**config.mk**
```make
export PLATFORM = sky130hd
export DESIGN_NAME = edge_thresh_ctrl
export DESIGN_NICKNAME = d
export VERILOG_FILES = /design/src/rtl/edge_thresh_ctrl.sv
export SDC_FILE = /design/constraint.sdc
export NUM_CORES = 1
export LEC_CHECK = 0
export BUFFER_PORTS_ARGS = -buffer_cell sky130_fd_sc_hd__buf_2
export CAP_MARGIN = 25
export CORE_MARGIN = 2
export CORE_UTILIZATION = 45
export DETAILED_ROUTE_END_ITERATION = 12
export GPL_TIMING_DRIVEN = 0
export HOLD_SLACK_MARGIN = 0.06
export SLEW_MARGIN = 20
export SYNTH_ARGS = -nofsm -noshare
export SYNTH_HDL_FRONTEND = slang
export SYNTH_SLANG_ARGS = --single-unit
```
**constraint.sdc**
```tcl
create_clock -name clk -period 12.2 [get_ports clk]
set_input_delay 1.22 -clock clk [delete_from_list [all_inputs] [get_ports clk]]
set_output_delay 1.22 -clock clk [all_outputs]
set_load 0.005 [all_outputs]
```
**src/rtl/edge_thresh_ctrl.sv**
```systemverilog
// edge_thresh_ctrl: per-frame mean-gradient threshold scheduler for edge binarisation.
// The threshold is swapped only after a full frame has been measured, divided and scaled.
module edge_thresh_ctrl #(
    parameter logic [11:0] H_DISP  = 12'd640,
    parameter logic [11:0] V_DISP  = 12'd480,
    parameter int          SUM_W   = 30,
    parameter logic [10:0] TH_INIT = 11'd100,
    parameter logic [10:0] TH_MIN  = 11'd16,
    parameter logic [10:0] TH_MAX  = 11'd1023
) (
    input  logic        clk,
    input  logic        rst_n,
    input  logic        g_de,
    input  logic        g_vsync,
    input  logic [10:0] g_data,
    input  logic        cfg_auto,
    input  logic [10:0] cfg_thresh_manual,
    input  logic [3:0]  cfg_gain,
    output logic [10:0] thresh,
    output logic        thresh_valid,
    output logic        frame_err,
    output logic        busy
);
    localparam logic [19:0] FRAME_PX = 20'(H_DISP) * 20'(V_DISP);
    localparam int STEP_W = $clog2(SUM_W + 1);
    localparam logic [STEP_W-1:0] LAST_STEP = STEP_W'(SUM_W - 1);

    typedef enum logic [1:0] {IDLE, DIV, SCALE, UPDATE} state_t;

    state_t            state_q, state_d;
    logic              vs_q;
    logic [SUM_W-1:0]  sum_q, sum_d, quo_q, quo_d, rem_q, rem_d;
    logic [19:0]       cnt_q, cnt_d, div_q, div_d;
    logic [STEP_W-1:0] step_q, step_d;
    logic              auto_q, auto_d;
    logic [10:0]       man_q, man_d, v_q, v_d, thresh_q, thresh_d;
    logic [3:0]        gain_q, gain_d;
    logic              valid_q, valid_d, err_q, err_d;
    logic              e0, ge;
    logic [SUM_W:0]    rem_sh, div_ext;
    logic [14:0]       prod;
    logic [12:0]       scaled;

    assign e0      = g_vsync & ~vs_q;
    assign rem_sh  = {rem_q, quo_q[SUM_W-1]};
    assign div_ext = {{(SUM_W-19){1'b0}}, div_q};
    assign ge      = rem_sh >= div_ext;
    assign prod    = {4'b0, quo_q[10:0]} * {11'b0, gain_q};
    assign scaled  = 13'(prod >> 2);

    always_comb begin
        state_d  = state_q;
        sum_d    = g_de ? sum_q + SUM_W'(g_data) : sum_q;
        cnt_d    = (g_de && cnt_q != '1) ? cnt_q + 20'd1 : cnt_q;
        quo_d    = quo_q;
        rem_d    = rem_q;
        div_d    = div_q;
        step_d   = step_q;
        auto_d   = auto_q;
        man_d    = man_q;
        gain_d   = gain_q;
        v_d      = v_q;
        thresh_d = thresh_q;
        valid_d  = 1'b0;
        err_d    = 1'b0;
        case (state_q)
            DIV: begin
                rem_d  = SUM_W'(ge ? rem_sh - div_ext : rem_sh);
                quo_d  = {quo_q[SUM_W-2:0], ge};
                step_d = step_q + 1'b1;
                if (step_q == LAST_STEP)
                    state_d = SCALE;
            end
            SCALE: begin
                v_d = !auto_q ? man_q :
                      scaled < {2'b0, TH_MIN} ? TH_MIN :
                      scaled > {2'b0, TH_MAX} ? TH_MAX : scaled[10:0];
                state_d = UPDATE;
            end
            UPDATE: begin
                state_d  = IDLE;
                thresh_d = (div_q == FRAME_PX) ? v_q : thresh_q;
                valid_d  = div_q == FRAME_PX;
                err_d    = div_q != FRAME_PX;
            end
            default: ;
        endcase
        // A frame edge always wins: any in-flight result is discarded and the new frame restarts.
        if (e0) begin
            thresh_d = thresh_q;
            valid_d  = 1'b0;
            err_d    = state_q != IDLE;
            sum_d    = g_de ? SUM_W'(g_data) : '0;
            cnt_d    = {19'd0, g_de};
            div_d    = cnt_q;
            quo_d    = sum_q;
            rem_d    = '0;
            step_d   = '0;
            auto_d   = cfg_auto;
            man_d    = cfg_thresh_manual;
            gain_d   = cfg_gain;
            state_d  = (cnt_q == '0) ? UPDATE : DIV;
        end
    end

    always_ff @(posedge clk or negedge rst_n) begin
        if (!rst_n) begin
            state_q  <= IDLE;
            vs_q     <= 1'b0;
            sum_q    <= '0;
            cnt_q    <= '0;
            quo_q    <= '0;
            rem_q    <= '0;
            div_q    <= '0;
            step_q   <= '0;
            auto_q   <= 1'b0;
            man_q    <= '0;
            gain_q   <= '0;
            v_q      <= '0;
            thresh_q <= TH_INIT;
            valid_q  <= 1'b0;
            err_q    <= 1'b0;
        end else begin
            state_q  <= state_d;
            vs_q     <= g_vsync;
            sum_q    <= sum_d;
            cnt_q    <= cnt_d;
            quo_q    <= quo_d;
            rem_q    <= rem_d;
            div_q    <= div_d;
            step_q   <= step_d;
            auto_q   <= auto_d;
            man_q    <= man_d;
            gain_q   <= gain_d;
            v_q      <= v_d;
            thresh_q <= thresh_d;
            valid_q  <= valid_d;
            err_q    <= err_d;
        end
    end

    assign thresh       = thresh_q;
    assign thresh_valid = valid_q;
    assign frame_err    = err_q;
    assign busy         = state_q == DIV || state_q == SCALE;
endmodule

```
==> impl_results.md, run 1 <==
- Final setup viols: 0
- Rows: 57
- CTS resizes: 0
- First-pass GRT wire length: 48900 um
- Tot GR Track Use: 0.235
- Reg2reg setup slack: 7.42 ns
- WP data arrival: 5.12 ns
- Htree depth: 4
- RSZ-0062 raised after global routing: no
- Antenna viol nets, final: 0
- Crit-path slowest cell: a2111oi_4
- Worst path bufs/invs: 2
- Clock transition at path regs: 0.08 ns
- Cts hold-fix bufs: 0
- Crit-path cells: clkbuf_1 -> nand2_1 -> fa_1 -> fa_1 -> inv_1 -> fa_1 -> a211oi_2 -> o21ai_1 -> a21o_2 -> o41ai_4 -> xnor2_1 -> a2111oi_4 -> a31oi_1 -> mux2_2
- Fin area: 12500 um^2
- Pin count of the biggest net entering global routing: 96
- Num CTS Buffers: 17
- Postcts setup bufs: 0
- I/O pins: 45
- Max-cap violation count: 0
- Routed WL: 29600 um
- Relative slew slack: 0.465
- Input/output buffers: 44
- Pwr Total: 2.76 mW
- Diodes inserted: 0
- Clock tree root buffer cell: clkbuf_16
- Crit start category: register
- Post-synth top flop: dfrtp_1
- Total number of vias: 9288
- Reg2reg end: v_q[9]
- CP most frequent cell: fa_1
- Critical path required time: 12.53 ns
- DRC Markers: 0
- Drt pass-1 iters: 5
- Placed wire-length estimate: 21900 um
- Placement Cell Area: 11900 um^2
- Fin crit share: 0.392
- GRT overflow: 0
- Yosys top cell area share: 0.390
- Maximum vdd drop: 0.000129 V
- Final std cells w/o fill: 1667
- Largest fanout on the critical path: 10
- Pwr Density: 220 nW/um^2
- Number of placed cells counting well taps: 1635
- Clock Path Buffers: 2
- Status: completed
- Die Ht: 162 um
- Initial Util: 0.461
- CORE AREA: 24400 um^2
- Worst-skew pair later-pin latency: 0.44 ns
- Ys async rst share: 1.00
- Syn nets: 1375
- Final nets: 1439
- Area growth syn-to-layout: 11.5%
- CP endpoint kind: register
- WL/cell: 17.7 um
- Crit path time final: 4.78 ns
- Worst slew pin tran: 0.802 ns
- Synthesized flop and latch total: 178
- Share of cells above drive strength 1: 0.0849
- Syn Area/Cell: 8.88 um^2
- Largest cells by area after synthesis: dfrtp_1 39%, ha_1 6.5%, nand2_1 6.3%, o21ai_0 5.3%, mux2i_1 3.9%
- R2R Path Start: gain_q[2]
- Initial DRC Count: 746
- Initial antenna violation count: 0
- Count of final hold-check violations: 0
- Die area: 26200 um^2
- Min-Delay Endpoint: man_q[1]
- Worst path top cell family by delay: compound AO/OA/AOI/OAI gates
- Setup TNS: 0 ns
- Fmax achieved: 0.209 GHz
- Max Slew Vio Count: 0
- Class of the most critical setup path: register to register
- Sequential area share after synthesis: 0.397
- Die Wd: 162 um
- Hold depth: 2
- Ys Warns: 0
- Syn Inst Count: 1266
- Synthesized area: 11200 um^2
- Fillcell total: 2319
- Hold Path Class: register to register
- Post-synth EDFFs: 0
- Hold WS: 0.475 ns
- Count of cell types in the netlist: 74
- Largest stage delay, worst path: 0.58 ns
- R2R cell count: 14
- Worst Skew: 0.0131 ns
- Vias in the first global route: 9278
- Hold_sp: man_q[1]
- GPL Wtd Cong: 0.868
- CTS tree: done
- Cell taking the most area after synthesis: dfrtp_1
- Sink Count: 178
- Detailed-route vias per instance: 5.57
- Leakage: 5.73 nW
==> worst min-delay path, cell delays in order, from the launching register on <==
cell and delay (ns):
dfrtp_1 0.34, nand2_1 0.05, nand2_1 0.05
==> cell usage after synthesis, drive strengths merged (22+ instances only) <==
cell / count
nand2: 189
dfrtp: 175
o21ai: 124
inv: 87
nor2: 80
a21oi: 62
ha: 58
clkbuf: 55
mux2i: 44
xor2: 38
nand3: 35
and2: 33
xnor2: 22
==> cell type report <==
cell class / instances / area [um^2] / area share
Buffer: 63 / 264 / 0.0211
Clock buffer: 17 / 425 / 0.0339
Clock inverter: 15 / 208 / 0.0166
Inverter: 87 / 327 / 0.0261
Multi-Input combinational cell: 938 / 6190 / 0.494
Sequential cell: 178 / 4460 / 0.356
Tap cell: 324 / 405 / 0.0323
Timing Repair Buffer: 45 / 258 / 0.0206
==> sequential cells by signal, summed over array words and instances (netlist names) <==
name / flops
auto_q: 1
cnt_q: 20
div_q: 20
frame_err: 1
gain_q: 4
man_q: 11
quo_q: 30
rem_q: 30
state_q: 2
step_q: 5
sum_q: 30
thresh: 11
thresh_valid: 1
v_q: 11
vs_q: 1
==> report_power, final <==
part	total, mW	switching (mW)	internal (mW)	leakage [nW]
clock network	0.573	0.290	0.283	0.299
registers	0.839	0.124	0.714	2.33
logic	1.35	0.801	0.546	3.10
==> layer usage <==
metal  GRT usage  part of all wire  up-vias
li1            -                 -     4528
met1       0.318              0.47     4555
met5           0                 0        -
met2       0.397              0.48      172
met3      0.0352             0.034       33
met4      0.0599             0.018        0
==> worst max path at each step <==
stage               from  endpoint  slack (ns)  cells past startpoint
2_1_floorplan  gain_q[3]    v_q[9]        8.13                     14
3_3_place_gp       rst_n  rem_q[9]        6.87                      1
3_5_place_dp   gain_q[2]    v_q[9]        7.44                     14
4_1_cts        gain_q[2]    v_q[9]        7.41                     14
5_1_grt        gain_q[2]    v_q[9]        7.20                     14
6_report       gain_q[2]    v_q[9]        7.42                     14
==> layout by cell type (no fill, tap or decap), types with 11 or more instances in the layout <==
master     synthesis  layout
o211ai_1          14      14
nand4_1           16      16
xor2_1            38      38
nand3_1           35      35
mux2i_1           44      44
xnor2_1           22      22
o22ai_1           12      12
and2_1            32      32
o21ai_0          120     120
nor2b_1           11      11
ha_1              58      58
nor2_1            80      80
clkbuf_16          0      17
inv_1             87      87
fa_1              20      20
a21oi_1           62      62
dfrtp_1          175     175
clkbuf_1          54      54
a31oi_1           14      14
buf_2              3      46
nand2_1          189     189
mux2_2            12      12
nor3_1            16      16
==> metrics by stage <==
stage | worst slack (ns) | util
floorplan | 8.13 | -
global placement | 6.87 | 0.486
detailed placement | 7.44 | 0.488
CTS | 7.41 | 0.514
global route | 7.20 | 0.514
finish | 7.42 | 0.514
==> cells by family after synthesis <==
group,after synthesis,share of synthesized area
AO/OA/AOI/OAI,307,0.172
XOR/XNOR,60,0.0468
adder cells (fa/ha/maj),78,0.100
buffers and inverters,150,0.0526
flip-flops,178,0.397
multiplexers,56,0.0512
AND/OR/NAND/NOR,437,0.181
(Power assumes the default switching activity.)
==> inputs of run 2 (changes only) <==
ABC_AREA = 1   (was default)
clock period = 4.4 ns   (was 12.2 ns; I/O delays follow)
==> impl_results.md, run 2 <==
- Reg2reg end: v_q[8]
- Total number of vias: 10816
- Class of the most critical setup path: register to register
- Vias in the first global route: 10702
- R2R Path Start: gain_q[2]
- Input/output buffers: 44
- Max Slew Vio Count: 0
- Fin crit share: 0.924
- Clock transition at path regs: 0.08 ns
- Detailed-route vias per instance: 5.25
- Pwr Density: 570 nW/um^2
- Hold_sp: g_vsync
- Placed wire-length estimate: 26000 um
- Pre-CTS setup slack: 0.132 ns
- Largest cells by area after synthesis: dfrtp_1 37%, nand2_1 16%, inv_1 7.8%, ha_1 6.1%, nand3_1 4.3%
- Crit path time final: 4.06 ns
- First-pass GRT wire length: 55600 um
- Ys Warns: 0
- Syn Inst Count: 1649
- Largest fanout on the critical path: 12
- Sequential area share after synthesis: 0.376
- Antenna viol nets, final: 0
- CORE AREA: 26000 um^2
- Die area: 27700 um^2
- Sequential cell area: 4460 um^2
- I/O pins: 45
- Commonest cells post-synth: 497 x nand2_1, 247 x inv_1, 175 x dfrtp_1
- Setup WS post-layout: 0.337 ns
- Final setup viols: 0
- Synthesized flop and latch total: 178
- Initial DRC Count: 684
- CTS tree: done
- Fillcell total: 2711
- Leakage: 6.78 nW
- Post-Route Utilization: 0.506
- CP endpoint kind: register
- Clock tree root buffer cell: clkbuf_16
- Cell taking the most area after synthesis: dfrtp_1
- Die Ht: 166 um
- Relative slew slack: 0.444
- Ys async rst share: 1.00
- GPL Wtd Cong: 0.938
- Initial antenna violation count: 0
- Status: completed
- Routed WL: 33700 um
- Rows: 59
- Cell with the most instances after synthesis: nand2_1
- Commonest non-fill, non-tap cells in the layout: 497 x nand2_1, 247 x inv_1, 175 x dfrtp_1, 114 x nor2_1, 101 x nand3_1
- Setup TNS: 0 ns
- Die Wd: 166 um
- Clock Path Buffers: 2
- Syn Area/Cell: 7.20 um^2
- Yosys top cell area share: 0.369
- Num CTS Buffers: 17
- R2R cell count: 15
- Tot GR Track Use: 0.251
- Worst-skew pair later-pin latency: 0.44 ns
- Crit start category: register
- Worst slew pin tran: 0.830 ns
- Min-Delay Endpoint: vs_q
- Post-synth EDFFs: 0
- Post-synth top flop: dfrtp_1
- Syn nets: 1758
- DRC Markers: 0
- Sink Count: 178
- Final nets: 1821
- Synthesized area: 11900 um^2
- Critical path required time: 4.71 ns
- WL/cell: 16.4 um
- Area growth syn-to-layout: 10.7%
- WP data arrival: 4.37 ns
- Worst Skew: 0.0148 ns
- RSZ-0062 raised after global routing: no
- Pin count of the biggest net entering global routing: 81
- Multi-input logic area: 6240 um^2
- Top flop regs: quo_q: 30 flops, rem_q: 30 flops, sum_q: 30 flops
- Share of cells above drive strength 1: 0.0626
- Maximum vdd drop: 0.000335 V
- Hold Path Class: primary input to register
- GRT overflow: 0
- Commonest non-fill, non-tap cell in the layout: nand2_1
- Hold depth: 1
- Initial Util: 0.457
- Reg2reg setup slack: 0.34 ns
- Diodes inserted: 0
- Max-cap violation count: 0
- Fmax achieved: 0.246 GHz
- Count of cell types in the netlist: 44
- Count of final hold-check violations: 0
- Htree depth: 4
- Drt pass-1 iters: 6
==> run 2: cell count changes in the layout (fill, tap and decap cells not counted), moves of 15 or more <==
cell / delta
a21oi_1: +17
and2_1: -32
clkbuf_1: -17
inv_1: +160
mux2i_1: -44
nand2_1: +308
nand3_1: +66
nor2_1: +34
nor3_1: +16
o21ai_0: -27
o221ai_1: +26
xor2_1: -15
==> run 2: layer usage <==
metal | wire length [um] | vias to the layer above | track usage | share of wire
met1 | 16200 | 5153 | 0.350 | 0.48
li1 | - | 5447 | - | -
met5 | 0 | - | 0 | 0
met3 | 1140 | 30 | 0.0309 | 0.034
met2 | 16000 | 186 | 0.422 | 0.47
met4 | 454 | 0 | 0.0536 | 0.013
==> run 2: worst max-delay path by stage <==
stage	from	end	slack (ns)	cells past startpoint
floorplan	gain_q[3]	v_q[4]	0.96	18
global placement	rst_n	cnt_q[8]	-0.19	1
detailed placement	gain_q[2]	v_q[8]	0.13	16
CTS	gain_q[2]	v_q[8]	0.11	16
global route	gain_q[3]	v_q[8]	0.04	15
finish	gain_q[2]	v_q[8]	0.34	15
==> run 2: kinds of logic after synthesis <==
kind of cell	synth area share
xor gates and xnor gates	0.0258
DFF	0.376
AOI/OAI and AO/OA	0.125
buffers and inverters	0.0985
adders and majority gates	0.0949
and+or+nand+nor	0.280
==> run 2: report_power, final <==
group	total (mW)	switching (mW)	internal, mW
registers	2.23	0.306	1.92
clock network	1.50	0.740	0.761
logic	3.76	2.45	1.32
==> run 2: metrics by stage <==
stage / instances / power [mW] / hold WS (ns) / instance area (um^2)
after floorplan: 1649 / 4.96 / 0.144 / 11900
after global routing: 2060 / 8.17 / 0.113 / 13100
after global placement: 2028 / 5.96 / 0.450 / 12500
after detailed placement: 2030 / 6.01 / 0.349 / 12600
after CTS: 2063 / 7.53 / 0.111 / 13200
final: 2060 / 7.49 / 0.121 / 13100
==> run 2: layout make-up <==
class,count,area share
inverter,255,0.0728
buffer,47,0.0152
clock buffer,19,0.0337
tap,335,0.0319
multi-input combinational,1166,0.475
clock inverter,13,0.00943
timing repair buffer,47,0.0225
sequential,178,0.339
==> run 2: critical path, stage by stage, from the launching register on <==
cell     delay (ns)
dfrtp_1        0.64
nand2_1        0.14
fa_1           0.51
fa_1           0.55
inv_1          0.07
fa_1           0.50
nand3_1        0.14
nand2_1        0.08
nand2_1        0.09
nand2_1        0.09
a21oi_1        0.20
nand2_1        0.07
nand2_1        0.16
nand2_1        0.13
o21ai_0        0.41
a21oi_1        0.13
==> run 2: repair_timing <==
action                                  in CTS  in global routing
endpoints found under the setup margin       0                  1
hold buffers                                 1                  0
hold endpoints to repair                    40                  0
gates resized for setup                      0                  0
setup buffers                                0                  0
==> inputs of run 3 (changes only) <==
CORE_ASPECT_RATIO = 1.4   (was default)
==> impl_results.md, run 3 (synthesis results as in run 2) <==
- Fin crit share: 0.920
- Crit start category: register
- Die Wd: 141 um
- Max Slew Vio Count: 0
- Leakage: 6.78 nW
- Die Ht: 196 um
- R2R cell count: 16
- Setup crit start: gain_q[1]
- DRC Markers: 0
- Top flop regs: quo_q: 30 flops, rem_q: 30 flops, sum_q: 30 flops
- CP most frequent cell: nand2_1
- Drt pass-1 iters: 5
- Htree depth: 4
- Crit-path cells: clkbuf_1 -> nand2_1 -> fa_1 -> fa_1 -> inv_1 -> fa_1 -> nand3_1 -> nand2_1 -> nand2_1 -> nand2_1 -> a21oi_1 -> nand2_1 -> nand2_1 -> nand2_1 -> o21ai_0 -> a21oi_1
- Critical path required time: 4.71 ns
- Initial Util: 0.456
- Pin count of the biggest net entering global routing: 91
- Worst slew pin tran: 0.827 ns
- Crit path time final: 4.05 ns
- CTS tree: done
- CORE AREA: 26000 um^2
- Sink Count: 178
- First-pass GRT wire length: 53300 um
- RSZ-0062 raised after global routing: no
- GPL Wtd Cong: 0.940
- Final setup viols: 0
- Detailed-route vias per instance: 5.28
- Clock transition at path regs: 0.07 ns
- Rows: 70
- Status: completed
- Relative slew slack: 0.446
- Reg2reg setup slack: 0.35 ns
- Placed wire-length estimate: 25100 um
- Area growth syn-to-layout: 10.6%
- Worst Skew: 0.0120 ns
- WL/cell: 15.7 um
- Share of cells above drive strength 1: 0.0626
- Fin area: 13100 um^2
- WP depth: 16
- Class of the most critical setup path: register to register
- Setup WS post-layout: 0.352 ns
- Largest fanout on the critical path: 10
- Sequential cell area: 4460 um^2
- Multi-input logic area: 6240 um^2
- CP endpoint: v_q[8]
- Max-cap violation count: 0
- Initial DRC Count: 710
- Worst-skew pair later-pin latency: 0.44 ns
- Die area: 27700 um^2
- Clock Path Buffers: 2
- Fmax achieved: 0.247 GHz
- CP endpoint kind: register
- Vias in the first global route: 10755
- Pre-CTS setup slack: 0.157 ns
- Hold_sp: g_vsync
- Count of final hold-check violations: 0
- I/O pins: 45
- Largest stage delay, worst path: 0.54 ns
- Pwr Density: 569 nW/um^2
- Commonest non-fill, non-tap cells in the layout: 497 x nand2_1, 247 x inv_1, 174 x dfrtp_1, 114 x nor2_1, 101 x nand3_1
- Hold Path Class: primary input to register
- Diodes inserted: 0
- Worst path top cell family by delay: adder cells
- Placement Cell Area: 12600 um^2
- GRT overflow: 0
- WP data arrival: 4.36 ns
- Antenna viol nets, final: 0
- Commonest non-fill, non-tap cell in the layout: nand2_1
- R2R Path Start: gain_q[1]
- Total number of vias: 10820
- Input/output buffers: 44
- Clock tree root buffer cell: clkbuf_16
- Initial antenna violation count: 0
- Tot GR Track Use: 0.240
- Num CTS Buffers: 17
- Reg2reg end: v_q[8]
- Final nets: 1822
- Crit-path slowest cell: fa_1
- Routed WL: 32200 um
- Fillcell total: 2632
- Maximum vdd drop: 0.000302 V
- Worst path bufs/invs: 2
-- run 3: cell count changes in the layout (fill, tap and decap cells not counted) --
cell	delta
bufinv_16	+1
clkbuf_1	+1
inv_8	-1
clkinv_4	+1
dfrtp_2	+1
dfrtp_1	-1
inv_6	+1
clkinv_2	-1
clkinv_8	-2
-- run 3: worst register-to-register path, cell delays in order (launching register included) --
cell	delay, ns
dfrtp_1	0.34
clkbuf_1	0.38
nand2_1	0.16
fa_1	0.49
fa_1	0.54
inv_1	0.06
fa_1	0.51
nand3_1	0.14
nand2_1	0.08
nand2_1	0.09
nand2_1	0.09
a21oi_1	0.17
nand2_1	0.07
nand2_1	0.18
nand2_1	0.14
o21ai_0	0.37
a21oi_1	0.12
-- run 3: worst min-delay path by stage --
stage,to,slack (ns),depth (start not counted)
after global routing,vs_q,0.10,1
after detailed placement,thresh[7],0.29,1
final,vs_q,0.11,1
after CTS,vs_q,0.10,1
after global placement,thresh[1],0.45,2
after floorplan,auto_q,0.14,0
-- run 3: final cells by class --
class                      count  area share
clock buffer                  19      0.0337
timing repair buffer          47      0.0225
multi-input combinational   1166       0.476
sequential                   178       0.340
tap                          324      0.0309
clock inverter                12     0.00934
inverter                     255      0.0729
buffer                        48      0.0155
-- run 3: repair_timing --
item	CTS	global route
setup buffers	0	0
hold buffers	1	0
hold endpoints to repair	20	0
gates resized for setup	0	1
setup endpoints to repair	0	3
-- run 3: stage by stage --
step	setup TNS [ns]	power, mW	utilization	hold WS, ns	std cells
2_1_floorplan	0	4.96	-	0.144	1649
3_3_place_gp	-18.82	5.92	0.480	0.449	2017
3_5_place_dp	0	5.98	0.483	0.292	2019
4_1_cts	0	7.51	0.505	0.103	2051
5_1_grt	0	8.20	0.505	0.103	2049
6_report	0	7.48	0.505	0.113	2049
-- run 3: power breakdown --
group | internal (mW) | total (mW) | switching (mW)
sequential | 1.93 | 2.20 | 0.270
clock | 0.804 | 1.50 | 0.699
combinational | 1.32 | 3.78 | 2.46
total | 4.05 | 7.48 | 3.43
-- run 3: per-layer routing --
metal	wire length [um]	up-vias	track usage
met3	932	66	0.0317
met5	0	-	0
met2	15900	217	0.417
li1	-	5446	-
met4	1020	0	0.0915
met1	14300	5091	0.304
